File: config.mk
export PLATFORM = sky130hd
export DESIGN_NAME = vedic_dot_accum
export DESIGN_NICKNAME = d
export VERILOG_FILES = /design/src/rtl/vedic_dot_accum.sv
export SDC_FILE = /design/constraint.sdc
export NUM_CORES = 1
export LEC_CHECK = 0
export BUFFER_PORTS_ARGS = -buffer_cell sky130_fd_sc_hd__buf_2
export CAP_MARGIN = 20
export CORE_MARGIN = 3
export CORE_UTILIZATION = 40
export DETAILED_ROUTE_END_ITERATION = 8
export GPL_ROUTABILITY_DRIVEN = 0
export GPL_TIMING_DRIVEN = 1
export SLEW_MARGIN = 20
export SYNTH_ARGS = -nofsm -noshare
export SYNTH_HDL_FRONTEND = slang
export SYNTH_SLANG_ARGS = --single-unit
export TNS_END_PERCENT = 30
File: constraint.sdc
create_clock -name clk -period 2.6 [get_ports clk]
set_input_delay 0.26 -clock clk [delete_from_list [all_inputs] [get_ports clk]]
set_output_delay 0.26 -clock clk [all_outputs]
set_load 0.01 [all_outputs]
File: src/rtl/vedic_dot_accum.sv
// Dot-product accumulator behind the 4x4 Vedic multiplier: sums LEN products
// per result and hands the result downstream over a valid/ready handshake.
module vedic_dot_accum #(
    parameter int P_W   = 8,
    parameter int LEN   = 4,
    parameter int ACC_W = 10
) (
    input  logic             clk,
    input  logic             rst,
    input  logic             ena,
    input  logic             clr,
    input  logic [P_W-1:0]   p_in,
    input  logic             p_valid,
    output logic             p_ready,
    output logic [ACC_W-1:0] acc_out,
    output logic             acc_valid,
    input  logic             acc_ready,
    output logic             acc_ovf,
    output logic             busy
);
    localparam int CNT_W = $clog2(LEN + 1);

    typedef enum logic [1:0] {IDLE, ACC, DONE} state_t;

    state_t             state, state_nxt;
    logic [ACC_W-1:0]   acc, acc_nxt;
    logic [CNT_W-1:0]   cnt, cnt_nxt;
    logic               ovf, ovf_nxt;
    logic               accept;
    logic [ACC_W:0]     p_ext;
    logic [ACC_W:0]     sum;

    assign p_ready   = ena && (state != DONE);
    assign accept    = p_valid && p_ready;
    assign p_ext     = {{(ACC_W + 1 - P_W){1'b0}}, p_in};
    // One bit wider than the accumulator so the carry out feeds the sticky flag.
    assign sum       = {1'b0, acc} + p_ext;
    assign acc_out   = acc;
    assign acc_valid = (state == DONE);
    assign acc_ovf   = ovf;
    assign busy      = (state != IDLE);

    always_ff @(posedge clk or posedge rst) begin
        if (rst) begin
            state <= IDLE;
            acc   <= '0;
            cnt   <= '0;
            ovf   <= 1'b0;
        end else begin
            state <= state_nxt;
            acc   <= acc_nxt;
            cnt   <= cnt_nxt;
            ovf   <= ovf_nxt;
        end
    end

    always_comb begin
        state_nxt = state;
        acc_nxt   = acc;
        cnt_nxt   = cnt;
        ovf_nxt   = ovf;
        if (clr) begin
            state_nxt = IDLE;
            acc_nxt   = '0;
            cnt_nxt   = '0;
            ovf_nxt   = 1'b0;
        end else if (ena) begin
            case (state)
                IDLE: begin
                    if (accept) begin
                        acc_nxt   = p_ext[ACC_W-1:0];
                        cnt_nxt   = CNT_W'(1);
                        ovf_nxt   = 1'b0;
                        state_nxt = (LEN == 1) ? DONE : ACC;
                    end
                end
                ACC: begin
                    if (accept) begin
                        acc_nxt = sum[ACC_W-1:0];
                        ovf_nxt = ovf | sum[ACC_W];
                        cnt_nxt = cnt + CNT_W'(1);
                        if (cnt == CNT_W'(LEN - 1))
                            state_nxt = DONE;
                    end
                end
                DONE: begin
                    // Overflow flag survives the handshake; the next vector's first accept clears it.
                    if (acc_ready) begin
                        state_nxt = IDLE;
                        acc_nxt   = '0;
                        cnt_nxt   = '0;
                    end
                end
                default: state_nxt = IDLE;
            endcase
        end
    end
endmodule
==> out/results.md <==
| Item | Reported | Unit |
|:---|:---|:---|
| Outcome | complete, no violations | - |
| Minimum setup slack among reg-to-reg paths | 370 | ps |
| Tightest slew margin relative to the limit | 57.1 | % |
| Die Wd | 62.6 | um |
| Diodes inserted | 0 | - |
| DRC marker count from the first detailed-route iteration | 53 | - |
| Post-Synth Simple-Gate Area | 19.3 | % |
| Final clock skew | 2.76 | ps |
| Predominant post-synthesis flop cell | dfrtp_1 | - |
| Worst slack on hold paths | 38.2 | ps |
| Initial core utilization | 44.1 | % |
| Fraction of the mapped netlist area in adder cells | 15.2 | % |
| Data required time of the worst path | 2820 | ps |
| Synthesized area divided by synthesized cell count | 8.71 | um2 |
| Instance area at placement | 1440 | um2 |
| Detailed-router iteration count before antenna repair | 4 | - |
| Arrival time at the worst endpoint | 2450 | ps |
| Max-slew violations | 0 | - |
| Tot GR Track Use | 16.8 | % |
| Share of layout cells above drive strength 1 | 19.7 | % |
| Global-route wire length before repair | 5430 | um |
| Max Root-Sink Buffers | 2 | - |
| Power density over the cells | 430 | nW/um2 |
| Post-CTS repair timing setup buffer count | 0 | - |
| Minimum period implied by the final worst setup slack | 2230 | ps |
| Nets in the synthesized netlist | 176 | - |
| Fill cells | 287 | - |
| Footprint of the flip-flops and latches | 400 | um2 |
| Startpoint class of the critical path | flip-flop | - |
| Flop and latch count out of synthesis | 16 | - |
| Number of antenna violations at the first check in global routing | 0 | - |
| Slew at the pin closest to its max-slew limit | 643 | ps |
| Final net count | 203 | - |
| Placeable core region | 2900 | um2 |
| Setup TNS | 0 | ps |
| Cell with the largest stage delay on the worst path | or4_1 | - |
| Pin count of the biggest net entering global routing | 18 | - |
| Post_cts resized | 0 | - |
| TritonCTS clock tree | built | - |
| Count of boundary I/O pins | 28 | - |
| CP bufs+invs | 1 | - |
| Worst setup path class | flip-flop to flip-flop | - |
| Clk sinks | 16 | - |
| Commonest non-fill, non-tap cell in the layout | buf_2 | - |
| Clock transition time at the flip-flop clock pins of the worst setup and hold paths | 110 | ps |
| Fraction of synthesized cell area in xor and xnor cells | 2.74 | % |
| Setup repair after global routing missed its margin | false | - |
| Final Hold Violating Endpoints | 0 | - |
| Largest delay contributor family on the critical path | simple AND/OR/NAND/NOR gates | - |
| Yosys synthesis warning count | 0 | - |
| Detailed-route wire length per cell | 14.4 | um |
| Final cell area excluding filler cells | 1480 | um2 |
| Via-to-Cell Ratio | 5.44 | - |
| Die height | 62.6 | um |
| Static leakage | 0.714 | nW |
| Row cnt | 19 | - |
| Critical Path Source | state[1]$_DFFE_PP0P_ | - |
| Post-synthesis cell type count | 43 | - |
| Die Footprint | 3920 | um2 |
| Share of the clock period used by the worst path | 85.7 | % |
| Crit-path max FO | 15 | - |
| Clock insertion delay at the later pin of the skew report | 290 | ps |
| Post-synthesis sequential area ratio | 31.3 | % |
| Hold buffer count at CTS | 0 | - |
| Max rail drop VDD | 218 | uV |
| Top library cells by usage in the layout, fill and taps aside | buf_2, dfrtp_1, nor2_1, ha_1, nand2_1 | - |
| Number of nets with antenna violations after detailed routing | 0 | - |
| Layout Area Growth over Synthesis | 15.5 | % |
| Grt total ovfl | 0 | - |
| HP Class | input pin to async pin | - |
| Main combinational cell family by area after synthesis | compound AO/OA/AOI/OAI gates | - |
| Critical Path Sink Type | flip-flop | - |
| Multi-input gate area | 828 | um2 |
| Async set or reset register ratio after synthesis | 100 | % |
| Combined area of all synthesized cells | 1280 | um2 |
| Port bufs | 27 | - |
| Origin of the critical flop-to-flop path | state[1]$_DFFE_PP0P_ | - |
| Fraction of synthesized area in multiplexers | 3.42 | % |
| Max Cap Viol | 0 | - |
| CTS root buffer | clkbuf_4 | - |
| Critical path cell sequence | inv_1 -> ha_1 -> nor2_2 -> mux2i_2 -> nand2_2 -> or4_1 -> a31oi_1 | - |
| Number of synthesized flops with an enable pin | 0 | - |
| Compound-gate portion of the synthesized area | 24.0 | % |
| Setup Viol. Count Final | 0 | - |
| H-tree lvl count | 1 | - |
| Vias post-DR | 1169 | - |
| Slowest Stage Delay on Critical Path | 530 | ps |
| Upper clock frequency limit | 449 | MHz |
| HPWL Detailed | 2380 | um |
| Vias in the first global route | 1161 | - |
| Number of buffers created by CTS | 3 | - |
| Total Wirelength | 3090 | um |
| Post-synthesis instance total | 147 | - |
| Post-detailed-route DRC marker count | 0 | - |
## cells in the mapped netlist, types with 3 or more instances
library cell  number  area [um2]
dfrtp_1           16         400
nor2_1            15        56.3
ha_1              14         175
nand2_1           10        37.5
a21oi_1            7        35.0
nor3_1             7        35.0
a31oi_1            6        37.5
inv_1              6        22.5
o21ai_0            5        25.0
a211oi_1           4        30.0
a21o_1             4        30.0
a221oi_1           4        35.0
nand3_1            4        20.0
mux2i_1            3        30.0
nand2b_1           3        18.8
## flip-flops by register name, indices dropped and copies added, names as in the netlist
signal   count
acc_out     10
cnt          3
acc_ovf      1
state        2
## metal layers
layer | global-route usage (%) | vias up | wire, um
li1 | - | 598 | -
met1 | 23.2 | 539 | 1530
met2 | 27.2 | 30 | 1370
met3 | 2.52 | 2 | 172
met4 | 4.96 | 0 | 20
met5 | 0 | - | 0
## cell families (layout without fill, tap and decap cells)
kind of cell / count (synthesis) / count (layout)
xor gates and xnor gates: 4 / 4
adders and majority gates: 15 / 15
muxes: 4 / 4
buffers and inverters: 12 / 38
DFF: 16 / 16
and+or+nand+nor: 51 / 51
AOI/OAI and AO/OA: 45 / 45
## where the power goes
part / leakage, nW / total, W / internal (W) / switching (W)
Sequential: 0.218 / 0.000270 / 0.000260 / 0.00000982
Clock: 0.0210 / 0.000173 / 0.0000852 / 0.0000874
Combinational: 0.475 / 0.000193 / 0.0000791 / 0.000114
Total: 0.714 / 0.000636 / 0.000425 / 0.000211
## stage by stage
step           setup WS (ps)  total power (W)  std cells  util [%]
2_1_floorplan            634         0.000415        147         -
3_3_place_gp             467         0.000467        211      49.7
3_5_place_dp             408         0.000469        211      49.7
4_1_cts                  373         0.000647        215      51.0
5_1_grt                  143         0.000687        215      51.0
6_report                 371         0.000636        215      51.0
## worst register-to-register path, cell delays in order (launching register included)
cell     delay [ps]
dfrtp_1         380
inv_1            80
ha_1            280
nor2_2          180
mux2i_2         300
nand2_2         240
or4_1           530
a31oi_1         160
## final timing paths
path	endpoint	cells after the start
max	acc_out[8]$_DFFE_PP0P_	7
min	acc_out[1]$_DFFE_PP0P_	2
max reg2reg	acc_out[8]$_DFFE_PP0P_	7
min reg2reg	acc_ovf$_DFFE_PP0P_	1
max in group asynchronous	acc_out[5]$_DFFE_PP0P_	2
min in group clk	acc_out[0]$_DFFE_PP0P_	3
## final cells by class
type	instances	area share [%]
clock buffer	4	2.45
timing repair buffer	27	9.14
multi-input combinational	119	56.0
sequential	16	27.1
inverter	7	1.78
tap	42	3.55
No activity file was read; power rests on OpenSTA's default activity.
